File: src/rtl/mips_cpu_pkg.sv
// mips_cpu_pkg: shared sequencer state encoding and default address constants
package mips_cpu_pkg;
    typedef enum logic [1:0] {FETCH = 2'd0, EXEC = 2'd1, STALL = 2'd2, HALTED = 2'd3} state_t;
    localparam logic [31:0] DEFAULT_RESET_VECTOR = 32'hBFC0_0000;
    localparam logic [31:0] DEFAULT_HALT_ADDR = 32'h0000_0000;
    function automatic int timer_width(input int limit);
        return limit < 1 ? 1 : $clog2(limit + 1);
    endfunction
endpackage

File: src/rtl/mips_cpu_sequencer_wait_timer.sv
// wait_timer: saturating wait-cycle counter; expired flags the LIMIT-th consecutive wait
module wait_timer
    import mips_cpu_pkg::*;
#(
    parameter int LIMIT = 0
) (
    input  logic clk,
    input  logic reset,
    input  logic clear,
    input  logic enable,
    output logic expired
);
    localparam int W = timer_width(LIMIT);
    logic [W-1:0] count;
    always_ff @(posedge clk) begin
        if (!reset) count <= '0;
        else if (clear) count <= '0;
        else if (enable && count != '1) count <= count + 1'b1;
    end
    // expired fires on the wait cycle that brings the count up to LIMIT
    assign expired = (LIMIT != 0) && enable && (int'(count) + 1 >= LIMIT);
endmodule

File: src/rtl/mips_cpu_sequencer.sv
// mips_cpu_sequencer: PC, fetch/execute FSM, delay-slot redirect, halt and wait-state handling
module mips_cpu_sequencer
    import mips_cpu_pkg::*;
#(
    parameter int ADDR_W = 32,
    parameter logic [ADDR_W-1:0] RESET_VECTOR = ADDR_W'(DEFAULT_RESET_VECTOR),
    parameter logic [ADDR_W-1:0] HALT_ADDR = ADDR_W'(DEFAULT_HALT_ADDR),
    parameter int WAIT_TIMEOUT = 0
) (
    input  logic              clk,
    input  logic              reset,
    input  logic              clk_enable,
    output logic [ADDR_W-1:0] instr_address,
    output logic              instr_read,
    input  logic              instr_waitrequest,
    input  logic              data_access,
    input  logic              data_waitrequest,
    input  logic              redirect,
    input  logic [ADDR_W-1:0] redirect_target,
    output logic [ADDR_W-1:0] pc_plus4,
    output logic              commit,
    output logic              active,
    output logic              bus_error,
    output logic [1:0]        state
);
    state_t            st, st_n;
    logic [ADDR_W-1:0] pc, pc_n, pending_target, tgt_n, next_pc;
    logic              pending, pend_n, active_n, err_n, retire, waiting, expired;
    assign pc_plus4 = pc + ADDR_W'(4);
    // the delay-slot instruction jumps to the stored target, everything else falls through
    assign next_pc = pending ? pending_target : pc_plus4;
    assign waiting = (st == FETCH && instr_waitrequest) || (st == STALL && data_waitrequest);
    assign instr_address = pc;
    assign state = st;
    assign instr_read = reset && st == FETCH;
    assign commit = reset && clk_enable && retire;
    wait_timer #(.LIMIT(WAIT_TIMEOUT)) u_timer (
        .clk(clk),
        .reset(reset),
        .clear(clk_enable && !waiting),
        .enable(clk_enable && waiting),
        .expired(expired)
    );
    always_comb begin
        st_n = st;
        pc_n = pc;
        pend_n = pending;
        tgt_n = pending_target;
        active_n = active;
        err_n = bus_error;
        retire = 1'b0;
        case (st)
            FETCH: begin
                if (expired) begin
                    st_n = HALTED;
                    active_n = 1'b0;
                    err_n = 1'b1;
                end else if (!instr_waitrequest) begin
                    st_n = EXEC;
                end
            end
            EXEC, STALL: begin
                if (expired) begin
                    st_n = HALTED;
                    active_n = 1'b0;
                    err_n = 1'b1;
                end else if (data_access && data_waitrequest) begin
                    st_n = STALL;
                end else begin
                    retire = 1'b1;
                    pc_n = next_pc;
                    pend_n = !pending && redirect;
                    tgt_n = (!pending && redirect) ? redirect_target : pending_target;
                    active_n = next_pc != HALT_ADDR;
                    st_n = next_pc == HALT_ADDR ? HALTED : FETCH;
                end
            end
            HALTED: ;
        endcase
    end
    always_ff @(posedge clk) begin
        if (!reset) begin
            st <= FETCH;
            pc <= RESET_VECTOR;
            pending <= 1'b0;
            pending_target <= '0;
            active <= 1'b1;
            bus_error <= 1'b0;
        end else if (clk_enable) begin
            st <= st_n;
            pc <= pc_n;
            pending <= pend_n;
            pending_target <= tgt_n;
            active <= active_n;
            bus_error <= err_n;
        end
    end
endmodule

File: config.mk
export PLATFORM = sky130hd
export DESIGN_NAME = mips_cpu_sequencer
export DESIGN_NICKNAME = d
export VERILOG_FILES = /design/src/rtl/mips_cpu_pkg.sv /design/src/rtl/mips_cpu_sequencer_wait_timer.sv /design/src/rtl/mips_cpu_sequencer.sv
export SDC_FILE = /design/constraint.sdc
export NUM_CORES = 1
export LEC_CHECK = 0
export ABC_AREA = 1
export ABC_CLOCK_PERIOD_IN_PS = 5400
export CAP_MARGIN = 20
export CORE_UTILIZATION = 35
export CTS_BUF_LIST = sky130_fd_sc_hd__clkbuf_8 sky130_fd_sc_hd__clkbuf_16
export CTS_CLUSTER_DIAMETER = 100
export DETAILED_ROUTE_END_ITERATION = 12
export PLACE_DENSITY_LB_ADDON = 0.2
export SLEW_MARGIN = 15
export SYNTH_ARGS = -nofsm -noshare
export SYNTH_HDL_FRONTEND = slang
export SYNTH_HIERARCHICAL = 1
export SYNTH_SLANG_ARGS = --single-unit
File: constraint.sdc
create_clock -name clk -period 5.4 [get_ports clk]
set_clock_uncertainty 0.05 [all_clocks]
set_input_delay 1.62 -clock clk [delete_from_list [all_inputs] [get_ports clk]]
set_output_delay 1.62 -clock clk [all_outputs]
set_load 0.01 [all_outputs]
# [Word-level counts from Yosys, hierarchy flattened]
# Index checks and enable logic that the tools add are counted.
[classes] n_addsub=1 n_mul=0 div_mod_pow=0 magnitude_cmp=0 eq_ne=3 n_shift=0 mux=7 bitwise_logic=1 n_reduce_logical=14
[op_table] cell="$add 32x3->32 const B" count=1
[op_table] cell="$logic_not 32->1" count=1
[op_table] cell="$mux 32" count=1
[op_table] cell="$reduce_bool 32->1" count=1
[op_table] cell="$mux 2" count=3
[op_table] cell="$reduce_and 3->1" count=2
[op_table] cell="$logic_and 1x1->1" count=5
[op_table] cell="$pmux 2 s2" count=1
[op_table] cell="$reduce_and 4->1" count=1
[op_table] cell="$eq 2x1->1 const B" count=1
[op_table] cell="$eq 2x2->1 const B" count=1
[op_table] cell="$logic_not 2->1" count=1
[op_table] cell="$mux 1" count=2
[op_table] cell="$ne 2x2->1 const B" count=1
[op_table] cell="$reduce_bool 2->1" count=1
[op_table] cell="$reduce_or 2->1" count=1
[op_table] cell="$logic_not 1->1" count=1
[op_table] cell="$not 1->1" count=1
[totals] ff_bits=68 latch_bits=0 ramBits=0 romBits=0 in_bits=39 out_inout_bits=70 n_memories=0

# [Depth between registers and ports, before layout]
# Gate-level depths: netlist of run 1.
[depth] word_depth=6 ltp_mapped=17

# [Modules after synthesis]
# The synthesis of run 1 kept the hierarchy.
[modules_own_cells] mod="mips_cpu_sequencer" n_inst=1 cells_per_inst=664 area_per_inst_um2=4061.4
[modules_own_cells] mod="wait_timer" n_inst=1 cells_per_inst=2 area_per_inst_um2=11.3

# [Worst setup path before layout of run 1]
# Ideal clock, no wire load.
[synth_path] path_kind="input port to output port" from="input port data_waitrequest" to="output port commit" arrival_time_ns=2.543 required_time_ns=3.730 path_slack_ns=1.187 stages=6 cell_sequence="nand2_1 inv_1 nor3_2 inv_1 clkbuf_1 nor2_1"
[synth_via] elab_chain_cells=4
[synth_rtl] element="start: declaration" line="mips_cpu_sequencer.sv:17" source="input logic data_waitrequest,"
[synth_rtl] element="$logic_and 1x1->1" line="mips_cpu_sequencer.sv:67" source="end else if (data_access && data_waitrequest) begin"
[synth_rtl] element="$mux 1" line="mips_cpu_sequencer.sv:67"
[synth_rtl] element="$mux 1" line="mips_cpu_sequencer.sv:52" source="case (st)"
[synth_rtl] element="$logic_and 1x1->1" line="mips_cpu_sequencer.sv:36" source="assign commit = reset && clk_enable && retire;"
[synth_rtl] element="end: declaration" line="mips_cpu_sequencer.sv:21" source="output logic commit,"
# No other way between the ends.

# [Worst setup path after layout of run 1]
# Same ends and word-level chain as after synthesis.

==> parameters.txt, run 1 <==
Parameter                              Value

Placement
  Routability congestion estimate from global placement    0.875
  Total placed instance area    5200 um^2
  Port bufs    108
  Placed wire-length estimate    9.29 mm
  Pre-CTS worst setup slack    0.624 ns

Clocking
  Clock latency of the later-clocked register in the worst-skew pair    0.33 ns
  Clock tree from TritonCTS    done
  Hold-fix buffer count after cts    0
  Setup Fix Bufs, Post-CTS    0
  CTS resizes    0
  Number of sinks on the clock net    69
  Maximum root-to-sink buffer count    2
  Clock buffers created by TritonCTS    9
  CTS H-tree lvls    3
  CTS Root Cell    sky130_fd_sc_hd__clkbuf_16
  Clock slew at reported path FFs    0.06 ns

Timing
  Final count of hold timing violations    0
  Final critical-path setup slack    0.649 ns
  Fraction of the cycle the final worst path needs    88.0%
  Final-report setup violation count    0
  Worst hold slack across all endpoints    0.405 ns
  Total negative setup slack    0 ns
  Final Max Slew Viols    0
  Slew of the pin with the lowest slew margin    0.916 ns
  Worst slew margin    38.8%
  Max Freq    210 MHz
  Setup repair after global routing missed its margin    no
  Time the worst path needs with I/O delays and setup    4.75 ns

Drt
  Vias    4383
  Starting DRC count in detailed routing    265
  # DRC    0
  Average detailed-routed wire length per instance    13.5 um
  Via-per-instance ratio    4.88
  Count of TritonRoute iterations in the first routing pass    4
  Total wire length    12.2 mm
  Routed Antenna Nets    0

Setup path
  Worst path arrival time    3.08 ns
  Critical-path maximum fanout    2
  Cell chain of the critical path    clkdlybuf4s50_1, nand2_1, inv_1, nor3_4, inv_1, nor2_1, clkdlybuf4s50_1
  Setup crit end kind    primary output
  Worst R2R Start    pending
  Largest stage delay on the critical path    0.54 ns
  Critical Path Source Type    primary input
  CP max-delay cell    sky130_fd_sc_hd__clkdlybuf4s50_1
  Worst reg-to-reg path cell count    5
  Reg-to-reg endpoint    pending_target[24]
  Endpoint required time on the critical path    3.73 ns
  Slack of the worst reg-to-reg path    2.10 ns
  Crit Path Class    in2out

GRT
  Antenna violations before repair    0
  Via count of the first global-routing pass    3981
  All-layer global routing usage    21.1%
  Congestion Overflow GR    0
  Global-route wire length before repair    19.5 mm
  Maximum number of pins on one net before global-route repair    47

Layout
  Leading cell types in the layout, fill and taps excluded    177 x sky130_fd_sc_hd__nand2_1, 108 x sky130_fd_sc_hd__clkdlybuf4s50_1, 102 x sky130_fd_sc_hd__nor2_1
  Layout Nets    796
  Filler instances    1140
  # diodes    0
  Most common library cell in the layout ignoring fill and taps    sky130_fd_sc_hd__nand2_1
  Area growth syn-to-layout    37.1%
  Post-layout instance area    5530 um^2
  Share of cells above drive strength 1    6.85%

Worst hold path
  HP Class    reg2reg
  Cell depth of the worst min-delay path    2
  Hold path startpoint    pending_target[14]
  Endpoint of the worst hold path    pending_target[14]

Run
  Number of max-capacitance violations reported    0

Synth
  Number of synthesis warnings    6
  Average cell area after synthesis    6.12 um^2
  Combined area of all synthesized cells    4040 um^2
  Synth Instances    659
  Net count of the mapped netlist    701

Outcome
  Run status    completed

Die
  Die extent in x    109 um
  Y dimension of the die    109 um
  Full die area    12000 um^2
  Core area    11000 um^2
  Rows    38
  I/O pin count    109
  Initial cell density of the core    36.6%

Power and ir drop
  Total power draw    0.00148 W
  Peak supply drop    0.142 mV
  Cell area power density    268 nW/um^2
  Standby leakage power    2.38 nW
## flip-flops by register name, summed over array words and instances, names as in the netlist
signal,cells
instr_address,32
pending_target,32
state,2
active,1
bus_error,1
pending,1
## through the flow
| stage | util [%] | cells |
|---|---|---|
| 4_1_cts | 50.1 | 899 |
| 5_1_grt | 50.1 | 899 |
| 2_1_floorplan | - | 659 |
| 6_report | 50.1 | 899 |
| 3_3_place_gp | 47.2 | 883 |
| 3_5_place_dp | 47.2 | 883 |
## critical path: cells and delay by family
family / cells / cell delay [ns]
AND/OR/NAND/NOR: 3 / 0.38
buffers and inverters: 4 / 1.08
## final cells by class
| cell class | count | area (um^2) | area share [%] |
|---|---|---|---|
| timing repair buffer | 113 | 1120 | 20.2 |
| clock buffer | 9 | 225 | 4.07 |
| multi-input combinational | 489 | 2260 | 40.8 |
| inverter | 72 | 270 | 4.89 |
| clock inverter | 7 | 103 | 1.86 |
| sequential | 69 | 1380 | 25.0 |
| tap | 140 | 175 | 3.17 |
## worst max-delay path by stage
stage / start / to / slack [ns] / depth (start not counted)
CTS: data_access / commit / 0.62 / 7
detailed placement: data_waitrequest / commit / 0.62 / 7
global placement: data_waitrequest / commit / 0.68 / 7
floorplan: data_waitrequest / commit / 1.19 / 6
global route: data_access / commit / 0.54 / 7
finish: data_waitrequest / commit / 0.65 / 7
## layer usage
layer / share of wire (%) / global-route usage, % / vias up
li1: - / - / 2270
met1: 48 / 30.2 / 1948
met2: 44 / 32.1 / 152
met3: 6.0 / 2.55 / 13
met4: 1.8 / 8.57 / 0
met5: 0 / 0 / -
## power by group
group	total, W	leakage (nW)	internal, W	switching (W)
Sequential	0.000569	0.559	0.000536	0.0000327
Combinational	0.000263	1.66	0.000130	0.000133
Clock	0.000651	0.157	0.000411	0.000240
Total	0.00148	2.38	0.00108	0.000406
(Power assumes the default switching activity.)
==> run 2: changes to the inputs <==
Settings changed: ABC_CLOCK_PERIOD_IN_PS 5400 to 6000, RECOVER_POWER from default to 100, TNS_END_PERCENT from default to 20.
Clock period 5.4 ns to 6 ns, I/O delays scaled along.
==> parameters.txt, run 2 (synthesis results as in run 1) <==
Parameter                              Value

Worst hold path
  HP Class    reg2reg

Power and ir drop
  Cell area power density    241 nW/um^2
  Standby leakage power    2.43 nW
  Peak supply drop    0.140 mV

Setup path
  Worst reg-to-reg path cell count    11
  Crit path from    data_access
  CP max-delay cell    sky130_fd_sc_hd__dlygate4sd3_1
  Crit Path Class    in2out
  Setup crit end kind    primary output
  Cell family with the largest share of critical-path delay    buffers and inverters
  Worst path arrival time    3.51 ns
  Largest stage delay on the critical path    0.60 ns
  Slack of the worst reg-to-reg path    2.24 ns
  Reg-to-reg endpoint    pending_target[13]
  WP depth    7
  Endpoint required time on the critical path    4.15 ns
  Critical Path Source Type    primary input
  Worst R2R Start    state[0]
  Buffers and inverters on the worst path    4
  Critical-path maximum fanout    2
  Cell chain of the critical path    dlygate4sd3_1, nand2_1, inv_1, nor3_1, inv_1, nor2_1, dlygate4sd3_1
  Critical path destination    commit

GRT
  Congestion Overflow GR    0
  All-layer global routing usage    21.4%
  Via count of the first global-routing pass    4007
  Global-route wire length before repair    19.6 mm
  Maximum number of pins on one net before global-route repair    44
  Antenna violations before repair    0

Clocking
  Setup Fix Bufs, Post-CTS    0
  Clock tree from TritonCTS    done
  Clock slew at reported path FFs    0.05 ns
  Number of sinks on the clock net    69
  CTS Root Cell    sky130_fd_sc_hd__clkbuf_16
  CTS H-tree lvls    3
  Hold-fix buffer count after cts    0
  Clock buffers created by TritonCTS    9
  Maximum root-to-sink buffer count    2
  CTS resizes    0
  Clock latency of the later-clocked register in the worst-skew pair    0.33 ns

Layout
  FF+latch area    1380 um^2
  Area growth syn-to-layout    34.9%
  Leading cell types in the layout, fill and taps excluded    180 x sky130_fd_sc_hd__nand2_1, 111 x sky130_fd_sc_hd__nor2_1, 72 x sky130_fd_sc_hd__inv_1
  Layout Nets    796
  Utilization of the core after routing    49.4%
  Multi-input gate area    2190 um^2
  Most common library cell in the layout ignoring fill and taps    sky130_fd_sc_hd__nand2_1
  Filler instances    1169
  Share of cells above drive strength 1    4.22%
  # diodes    0

Drt
  Vias    4369
  Count of TritonRoute iterations in the first routing pass    5
  Routed Antenna Nets    0
  Average detailed-routed wire length per instance    13.4 um
  # DRC    0
  Starting DRC count in detailed routing    235
  Via-per-instance ratio    4.86
  Total wire length    12.0 mm

Placement
  Port bufs    108
  Pre-CTS worst setup slack    0.881 ns
  Routability congestion estimate from global placement    0.880
  Placed wire-length estimate    9.10 mm

Outcome
  Violated checks    capacitance limit, slew limit
  Run status    finished with violations

Die
  Y dimension of the die    109 um
  I/O pin count    109
  Rows    38
  Initial cell density of the core    36.6%
  Die extent in x    109 um
  Core area    11000 um^2
  Full die area    12000 um^2

Timing
  Final-report setup violation count    0
  Final critical-path setup slack    0.640 ns
  Worst slew margin    -10.8%
  Slew of the pin with the lowest slew margin    1.66 ns
  Max Freq    187 MHz
  Final count of hold timing violations    0
  Total negative setup slack    0 ns
  Fraction of the cycle the final worst path needs    89.3%
  Setup repair after global routing missed its margin    no
  Final Max Slew Viols    44
  Time the worst path needs with I/O delays and setup    5.36 ns

Run
  Number of max-capacitance violations reported    1
## run 2: metrics by stage
step	hold WS (ns)	cell area (um^2)	total power, W	std cells
2_1_floorplan	0.379	4040	0.000640	659
3_3_place_gp	0.392	5200	0.000753	883
3_5_place_dp	0.397	5200	0.000757	883
4_1_cts	0.405	5530	0.00134	899
5_1_grt	0.439	5440	0.00138	899
6_report	0.408	5440	0.00131	899
## run 2: worst min-delay path by stage
| stage | start | end | slack, ns | cells after the start |
|---|---|---|---|---|
| after floorplan | pending_target[12] | pending_target[12] | 0.38 | 2 |
| after global placement | pending_target[13] | pending_target[13] | 0.39 | 2 |
| after detailed placement | pending_target[5] | pending_target[5] | 0.40 | 2 |
| after CTS | pending_target[5] | pending_target[5] | 0.41 | 2 |
| after global routing | pending_target[12] | pending_target[12] | 0.44 | 2 |
| final | pending_target[5] | pending_target[5] | 0.41 | 2 |
## run 2: area by class of cell
type                       instances  area share, %
clock buffer                      11           4.64
sequential                        69           25.4
inverter                          72           4.96
clock inverter                     5           1.36
multi-input combinational        489           40.2
tap                              140           3.22
timing repair buffer             113           20.3
## run 2: worst reg2reg max path: stages, from the launching register on
cell and delay [ns]:
sky130_fd_sc_hd__dfxtp_1 0.39, sky130_fd_sc_hd__inv_1 0.06, sky130_fd_sc_hd__ha_1 0.30, sky130_fd_sc_hd__inv_1 0.05
sky130_fd_sc_hd__nor2_1 0.11, sky130_fd_sc_hd__inv_1 0.07, sky130_fd_sc_hd__nor3_1 0.22, sky130_fd_sc_hd__clkbuf_1 1.01
sky130_fd_sc_hd__nand3_1 0.21, sky130_fd_sc_hd__clkbuf_1 0.61, sky130_fd_sc_hd__o21ai_0 0.42, sky130_fd_sc_hd__a21oi_1 0.07
## run 2: power breakdown
part	internal (W)	switching, W
clock network	0.000383	0.000196
registers	0.000483	0.0000284
logic	0.000107	0.000117
total	0.000973	0.000342
## run 2: per-layer routing
layer | track usage (%) | part of all wire, % | up-vias
met5 | 0 | 0 | -
met4 | 9.71 | 2.4 | 0
met3 | 3.32 | 7.9 | 17
met2 | 32.4 | 43 | 170
met1 | 29.8 | 47 | 1910
li1 | - | - | 2272
==> run 3: changes to the inputs <==
--- a/config.mk
+++ b/config.mk
@@ -14,2 +14,3 @@
 export DETAILED_ROUTE_END_ITERATION = 12
+export GPL_TIMING_DRIVEN = 0
 export PLACE_DENSITY_LB_ADDON = 0.2
==> constraint.sdc (replaced) <==
create_clock -name clk -period 6 [get_ports clk]
set_clock_uncertainty 0.05 [all_clocks]
set_input_delay 0.9 -clock clk [delete_from_list [all_inputs] [get_ports clk]]
set_output_delay 0.9 -clock clk [all_outputs]
set_load 0.01 [all_outputs]
==> parameters.txt, run 3 (synthesis results as in run 1) <==
Parameter                              Value

Clocking
  CTS resizes    0
  CTS Root Cell    sky130_fd_sc_hd__clkbuf_16
  Clock latency of the later-clocked register in the worst-skew pair    0.33 ns
  Hold-fix buffer count after cts    0
  Clock slew at reported path FFs    0.05 ns
  Clock tree from TritonCTS    done
  Clock buffers created by TritonCTS    9
  Setup Fix Bufs, Post-CTS    0
  Number of sinks on the clock net    69
  CTS H-tree lvls    3
  Maximum root-to-sink buffer count    2

Setup path
  Cell family with the largest share of critical-path delay    buffers and inverters
  CP max-delay cell    sky130_fd_sc_hd__nor3_1
  Buffers and inverters on the worst path    5
  Endpoint required time on the critical path    5.05 ns
  Setup crit end kind    primary output
  Cell chain of the critical path    dlygate4sd3_1, nand2_1, inv_1, nor3_1, inv_1, clkbuf_1, nor2_1, dlygate4sd3_1
  Largest stage delay on the critical path    0.72 ns
  Worst path arrival time    3.77 ns
  Crit Path Class    in2out
  Critical Path Source Type    primary input
  Critical-path maximum fanout    10

Timing
  Time the worst path needs with I/O delays and setup    4.72 ns
  Final count of hold timing violations    0
  Slew of the pin with the lowest slew margin    0.891 ns
  Fraction of the cycle the final worst path needs    78.6%
  Total negative setup slack    0 ns
  Worst slew margin    40.1%
  Max Freq    212 MHz
  Setup repair after global routing missed its margin    no
  Worst hold slack across all endpoints    0.404 ns
  Final Max Slew Viols    0
  Final-report setup violation count    0

GRT
  Global-route wire length before repair    20.2 mm
  All-layer global routing usage    22.5%
  Maximum number of pins on one net before global-route repair    11
  Via count of the first global-routing pass    4128
  Congestion Overflow GR    0
  Antenna violations before repair    0

Power and ir drop
  Cell area power density    228 nW/um^2
  Peak supply drop    0.141 mV
  Standby leakage power    2.49 nW
  Total power draw    0.00125 W

Die
  Rows    38
  Core area    11000 um^2
  Y dimension of the die    109 um
  Full die area    12000 um^2
  I/O pin count    109
  Initial cell density of the core    36.6%
  Die extent in x    109 um

Placement
  Placed wire-length estimate    10.4 mm
  Routability congestion estimate from global placement    0.927
  Port bufs    108

Drt
  Routed Antenna Nets    0
  # DRC    0
  Total wire length    13.2 mm
  Starting DRC count in detailed routing    344
  Count of TritonRoute iterations in the first routing pass    5
  Vias    4600
  Average detailed-routed wire length per instance    14.3 um
  Via-per-instance ratio    4.98

Layout
  # diodes    0
  Most common library cell in the layout ignoring fill and taps    sky130_fd_sc_hd__nand2_1
  Share of cells above drive strength 1    4.60%
  Utilization of the core after routing    50.0%
  FF+latch area    1380 um^2
  Multi-input gate area    2190 um^2
  Filler instances    1157
  Area growth syn-to-layout    36.6%
  Leading cell types in the layout, fill and taps excluded    181 x sky130_fd_sc_hd__nand2_1, 111 x sky130_fd_sc_hd__nor2_1, 75 x sky130_fd_sc_hd__inv_1
  Layout Nets    820

Run
  Number of max-capacitance violations reported    0

Outcome
  Run status    completed

Worst hold path
  HP Class    reg2reg
[run 3: worst paths after layout]
kind                           start                 end  slack (ns)  depth (start not counted)
hold reg to reg   pending_target[18]  pending_target[18]        0.40                          2
setup reg to reg            state[0]    instr_address[0]        3.07                         10
setup / recovery    data_waitrequest              commit        1.28                          8
hold / removal    pending_target[18]  pending_target[18]        0.40                          2
[run 3: metrics by stage]
step	cell area, um^2	cells	setup WS [ns]
finish	5510	923	1.28
global route	5510	923	1.15
CTS	5580	923	1.80
detailed placement	5290	907	1.81
global placement	5290	907	1.80
floorplan	4040	659	3.23
[run 3: tightest hold or removal path, stage by stage (launching register included)]
cell and delay [ns]:
sky130_fd_sc_hd__dfxtp_1 0.29, sky130_fd_sc_hd__inv_1 0.06, sky130_fd_sc_hd__a21oi_1 0.05
[run 3: layer usage]
| metal | up-vias | share of wire [%] | global-route usage [%] |
|---|---|---|---|
| li1 | 2320 | - | - |
| met1 | 2074 | 47 | 31.3 |
| met2 | 178 | 44 | 34.3 |
| met3 | 28 | 6.9 | 2.73 |
| met4 | 0 | 2.8 | 11.3 |
| met5 | - | 0 | 0 |
[run 3: power by group]
part	switching [W]	internal [W]
Clock	0.000183	0.000325
Sequential	0.0000274	0.000483
Combinational	0.000126	0.000110
[run 3: layout make-up]
type | count | area share (%)
sequential | 69 | 25.1
timing repair buffer | 108 | 19.6
clock buffer | 10 | 4.33
clock inverter | 6 | 0.885
inverter | 72 | 4.90
multi-input combinational | 489 | 39.7
tap | 140 | 3.18
buffer | 29 | 2.34
